## src/rtl/counter_updown_param.sv

```systemverilog
// Parametrised loadable up/down counter with an IDLE/RUN/DONE terminal-count FSM.
// Optional feature macro: COUNTER_AUTO_RELOAD_EN (DONE becomes a one-cycle pulse followed by automatic reload).
module counter_updown_param #(
    parameter int WIDTH     = 3,
    parameter int MAX_COUNT = (1 << WIDTH) - 1,
    parameter int STEP      = 1
) (
    input  logic             clock,
    input  logic             reset,
    input  logic             load,
    input  logic [WIDTH-1:0] in,
    input  logic             inc,
    input  logic             dir,
    output logic [WIDTH-1:0] count,
    output logic             busy,
    output logic             done
);

    typedef enum logic [1:0] {
        IDLE = 2'b00,
        RUN  = 2'b01,
        DONE = 2'b10
    } state_t;

    localparam logic [WIDTH:0]   MAX_X  = (WIDTH + 1)'(MAX_COUNT);
    localparam logic [WIDTH:0]   STEP_X = (WIDTH + 1)'(STEP);
    localparam logic [WIDTH-1:0] MAX_W  = WIDTH'(MAX_COUNT);
    localparam logic [WIDTH-1:0] STEP_W = WIDTH'(STEP);

    state_t           state_q, state_d;
    logic [WIDTH-1:0] count_q, count_d;
    logic             busy_q, busy_d;
    logic             done_q, done_d;
    logic [WIDTH:0]   count_x_s;
    logic [WIDTH:0]   sum_x_s;

`ifdef COUNTER_AUTO_RELOAD_EN
    logic [WIDTH-1:0] reload_q, reload_d;
`endif

    function automatic logic [WIDTH-1:0] clamp(input logic [WIDTH-1:0] x);
        if ({1'b0, x} > MAX_X) begin
            return MAX_W;
        end else begin
            return x;
        end
    endfunction

    // Widened operands so the terminal compare can never wrap.
    always_comb begin
        count_x_s = {1'b0, count_q};
        sum_x_s   = count_x_s + STEP_X;
    end

    // Next-state, next-count and registered-output decode.
    always_comb begin
        state_d = state_q;
        count_d = count_q;
`ifdef COUNTER_AUTO_RELOAD_EN
        reload_d = reload_q;
`endif
        if (load) begin
            count_d = clamp(in);
            state_d = RUN;
`ifdef COUNTER_AUTO_RELOAD_EN
            reload_d = clamp(in);
`endif
        end else begin
            case (state_q)
                IDLE: begin
                    state_d = IDLE;
                end
                RUN: begin
                    if (inc) begin
                        if (!dir) begin
                            if (sum_x_s >= MAX_X) begin
                                count_d = MAX_W;
                                state_d = DONE;
                            end else begin
                                count_d = sum_x_s[WIDTH-1:0];
                            end
                        end else begin
                            if (count_x_s <= STEP_X) begin
                                count_d = '0;
                                state_d = DONE;
                            end else begin
                                count_d = count_q - STEP_W;
                            end
                        end
                    end else begin
                        state_d = RUN;
                    end
                end
                DONE: begin
`ifdef COUNTER_AUTO_RELOAD_EN
                    count_d = reload_q;
                    state_d = RUN;
`else
                    state_d = DONE;
`endif
                end
                default: begin
                    state_d = IDLE;
                end
            endcase
        end
        busy_d = (state_d == RUN);
        done_d = (state_d == DONE);
    end

    // State, count and flag registers; reset beats load.
    always_ff @(posedge clock) begin
        if (reset) begin
            state_q <= IDLE;
            count_q <= '0;
            busy_q  <= 1'b0;
            done_q  <= 1'b0;
`ifdef COUNTER_AUTO_RELOAD_EN
            reload_q <= '0;
`endif
        end else begin
            state_q <= state_d;
            count_q <= count_d;
            busy_q  <= busy_d;
            done_q  <= done_d;
`ifdef COUNTER_AUTO_RELOAD_EN
            reload_q <= reload_d;
`endif
        end
    end

    assign count = count_q;
    assign busy  = busy_q;
    assign done  = done_q;

endmodule

```

## config.mk

```make
export PLATFORM = sky130hd
export DESIGN_NAME = counter_updown_param
export DESIGN_NICKNAME = d
export VERILOG_FILES = /design/src/rtl/counter_updown_param.sv
export SDC_FILE = /design/constraint.sdc
export NUM_CORES = 1
export LEC_CHECK = 0
export ABC_AREA = 0
export BUFFER_PORTS_ARGS = -buffer_cell sky130_fd_sc_hd__buf_2
export CAP_MARGIN = 5
export CORE_AREA = 5 5 42 44
export DETAILED_ROUTE_END_ITERATION = 8
export DIE_AREA = 0 0 47 49
export PLACE_DENSITY_LB_ADDON = 0.12
export SYNTH_ARGS = -nofsm -noshare
export SYNTH_HDL_FRONTEND = slang
export SYNTH_SLANG_ARGS = --single-unit
```

## constraint.sdc

```tcl
create_clock -name clock -period 3.47 [get_ports clock]
set_clock_uncertainty 0.05 [all_clocks]
set_input_delay 0.1735 -clock clock [delete_from_list [all_inputs] [get_ports clock]]
set_output_delay 0.1735 -clock clock [all_outputs]
set_load 0.01 [all_outputs]
```

==> flow_summary.ini <==
[synth]
synth.avg_cell_area_um2 = 8.39
synth_xor_area_share_pct = 0
synth_simple_gate_area_share_pct = 26.5
syn_area_um2 = 453
synthCells = 54
ys_top_cells_by_area = dfxtp_1 (31%), ha_1 (11%), a311oi_1 (5.8%)
syn_nets = 66
ys_ff_latch = 7
synth_top_family_by_area = simple AND/OR/NAND/NOR gates
synth_compound_area_share_pct = 22.4
yosysSeqAreaShare_pct = 30.9
synthDistinctLibCells = 24
synth_top_area_share_pct = 30.9
synth_top_cell_by_area = dfxtp_1
yosys_warnings = 0
synthAdderAreaFrac_pct = 11.0
yosys-mux-area-fraction_pct = 2.49

[clocking]
clock_sinks = 7
worstSkewPairLatency_ps = 250
clkTransAtPathRegs_ps = 50
clock_path_buffers = 2
cts_tree = yes
cts.htree.levels = 1
ctsRootBufferMaster = clkbuf_4
cts_buffers = 3
cts_hold_buffers = 0
post_cts_resized = 0
cts_setup_buffers = 0

[pwr]
p_sw_mw = 0.0630
p_seq_share_pct = 43.2
switching_share_pct = 29.5
p_leak_nw = 0.250
irDropWorstVdd_mv = 0.147
combPwrFrac_pct = 21.9
powerDensity_nw_per_um2 = 389
pwr-share-clk_pct = 34.9
p_total_mw = 0.213
p_int_mw = 0.150

[route]
wl_per_cell_um = 12.1
first_iter_violations = 6
wl_um = 1030
avgViaCountPerCell = 5.12
ant_nets = 0
firstDrtPassIters = 4
drcViolationCount = 0
num_vias = 435

[cells_and_area]
most-common-layout-cells = buf_2 (12), dfxtp_1 (7), nor2_1 (6), nand2_1 (6), inv_1 (5)
final_nets = 82
area_growth_pct = 21.0
layout_commonest_cell = buf_2
fillers = 163
final_layout_size_suffix_gt1_share_pct = 27.5
diodes = 0

[global_route]
track_usage_pct = 10.8
grt_max_degree = 10
grt_pass1_wl_um = 1780
overflow = 0
antenna_found_initial = 0
grt_pass1_vias = 418

[floorplanning]
die_h_um = 49
dieArea_um2 = 2300
core_area_um2 = 1400
std_cell_rows = 14
io_pins = 13
initial_utilization_pct = 32.3
die_x_um = 47

[sta]
drv_slew = 0
slew_headroom_pct = 75.9
min_period_over_period_pct = 44.3
setup_violations = 0
holdWs_ps = 137
worst_pin_slew_ps = 360
finalSetupTns_ps = 0
fin_crit_ps = 1540
finalHoldViolations = 0
fmax_mhz = 651
rsz0062_at_grt = no

[place]
routabilityCongestion = 0.761
portBuffers = 12
dpl.hpwl_um = 794

[critical_path]
cp_slowest_cell = dfxtp_1
crit_chain = inv_1, ha_1, nor3_1, a21oi_1, o211ai_1, a311oi_1
path_delay_family = compound AO/OA/AOI/OAI gates
critPathMaxFanout = 8
critPathLaunchType = flip-flop
end_kind = flip-flop
path_buf_inv = 1
required_ps = 3590
crit_type = flip-flop to flip-flop
worstPathArrival_ps = 1650
critPathMaxStageDelay_ps = 450

[status]
status = finished clean

[flow_run]
maxCapViolations = 0

[hold_path]
hold_path.class = input pin to flip-flop
layer usage:
metal | vias up | wire [µm] | GRT usage, %
met3 | 2 | 72 | 3.32
met4 | 0 | 13 | 6.91
met1 | 189 | 466 | 14.3
li1 | 226 | - | -
met2 | 18 | 474 | 14.5
met5 | - | 0 | 0
logic make-up (layout without fill, tap and decap cells):
family | count (synthesis) | in the layout
AO/OA/AOI/OAI | 14 | 14
adder cells (fa/ha/maj) | 4 | 4
buffers and inverters | 6 | 21
flip-flops | 7 | 7
multiplexers | 1 | 1
AND/OR/NAND/NOR | 22 | 22
cell usage after synthesis (all sizes together):
cell    n
a21oi   4
a311oi  3
a31oi   1
and2    1
and3    1
and3b   1
buf     1
dfxtp   7
ha      4
inv     5
mux2    1
nand2   6
nand2b  1
nor2    6
nor2b   2
nor3    2
nor3b   1
nor4    1
o211ai  2
o21ai   1
o221ai  1
o31ai   2
worst register-to-register path: stages (launching register included):
cell and delay, ps:
dfxtp_1 450, inv_1 90, ha_1 320, nor3_1 50, a21oi_1 130, o211ai_1 100, a311oi_1 250
registers in the layout (all words and copies together), names as in the netlist:
register,flops
done,1
state_q,2
busy,1
count,3
metrics by stage:
stage               instance area (µm²)  utilization [%]  worst slack (ps)  instances
finish                              548             39.1              1930         85
global route                        548             39.1              1810         85
CTS                                 548             39.1              1910         85
detailed placement                  522             37.2              1930         81
global placement                    522             37.2              1990         81
floorplan                           453                -              2010         54
power groups by stage:
stage | Sequential [mW] | Clock [mW] | Combinational [mW]
2_1_floorplan | 0.0944 | 0 | 0.0305
3_3_place_gp | 0.0939 | 0 | 0.0467
3_5_place_dp | 0.0941 | 0 | 0.0468
4_1_cts | 0.0924 | 0.0793 | 0.0471
5_1_grt | 0.0931 | 0.0838 | 0.0536
6_report | 0.0923 | 0.0745 | 0.0466
final cells by class:
type,instances,area (µm²),area share [%]
timing repair buffer,12,60.1,11.0
clock buffer,4,26.3,4.79
multi-input combinational,41,283,51.6
tap,16,20.0,3.65
inverter,5,18.8,3.42
sequential,7,140,25.6
worst paths after layout:
check             end     start  slack [ps]  depth (start not counted)
max          count[1]  count[1]        1930                          6
min          count[1]     reset         140                          2
max reg2reg  count[1]  count[1]        1930                          6
min reg2reg  count[0]  count[0]         510                          2
Power figures use the tool's default switching activity.
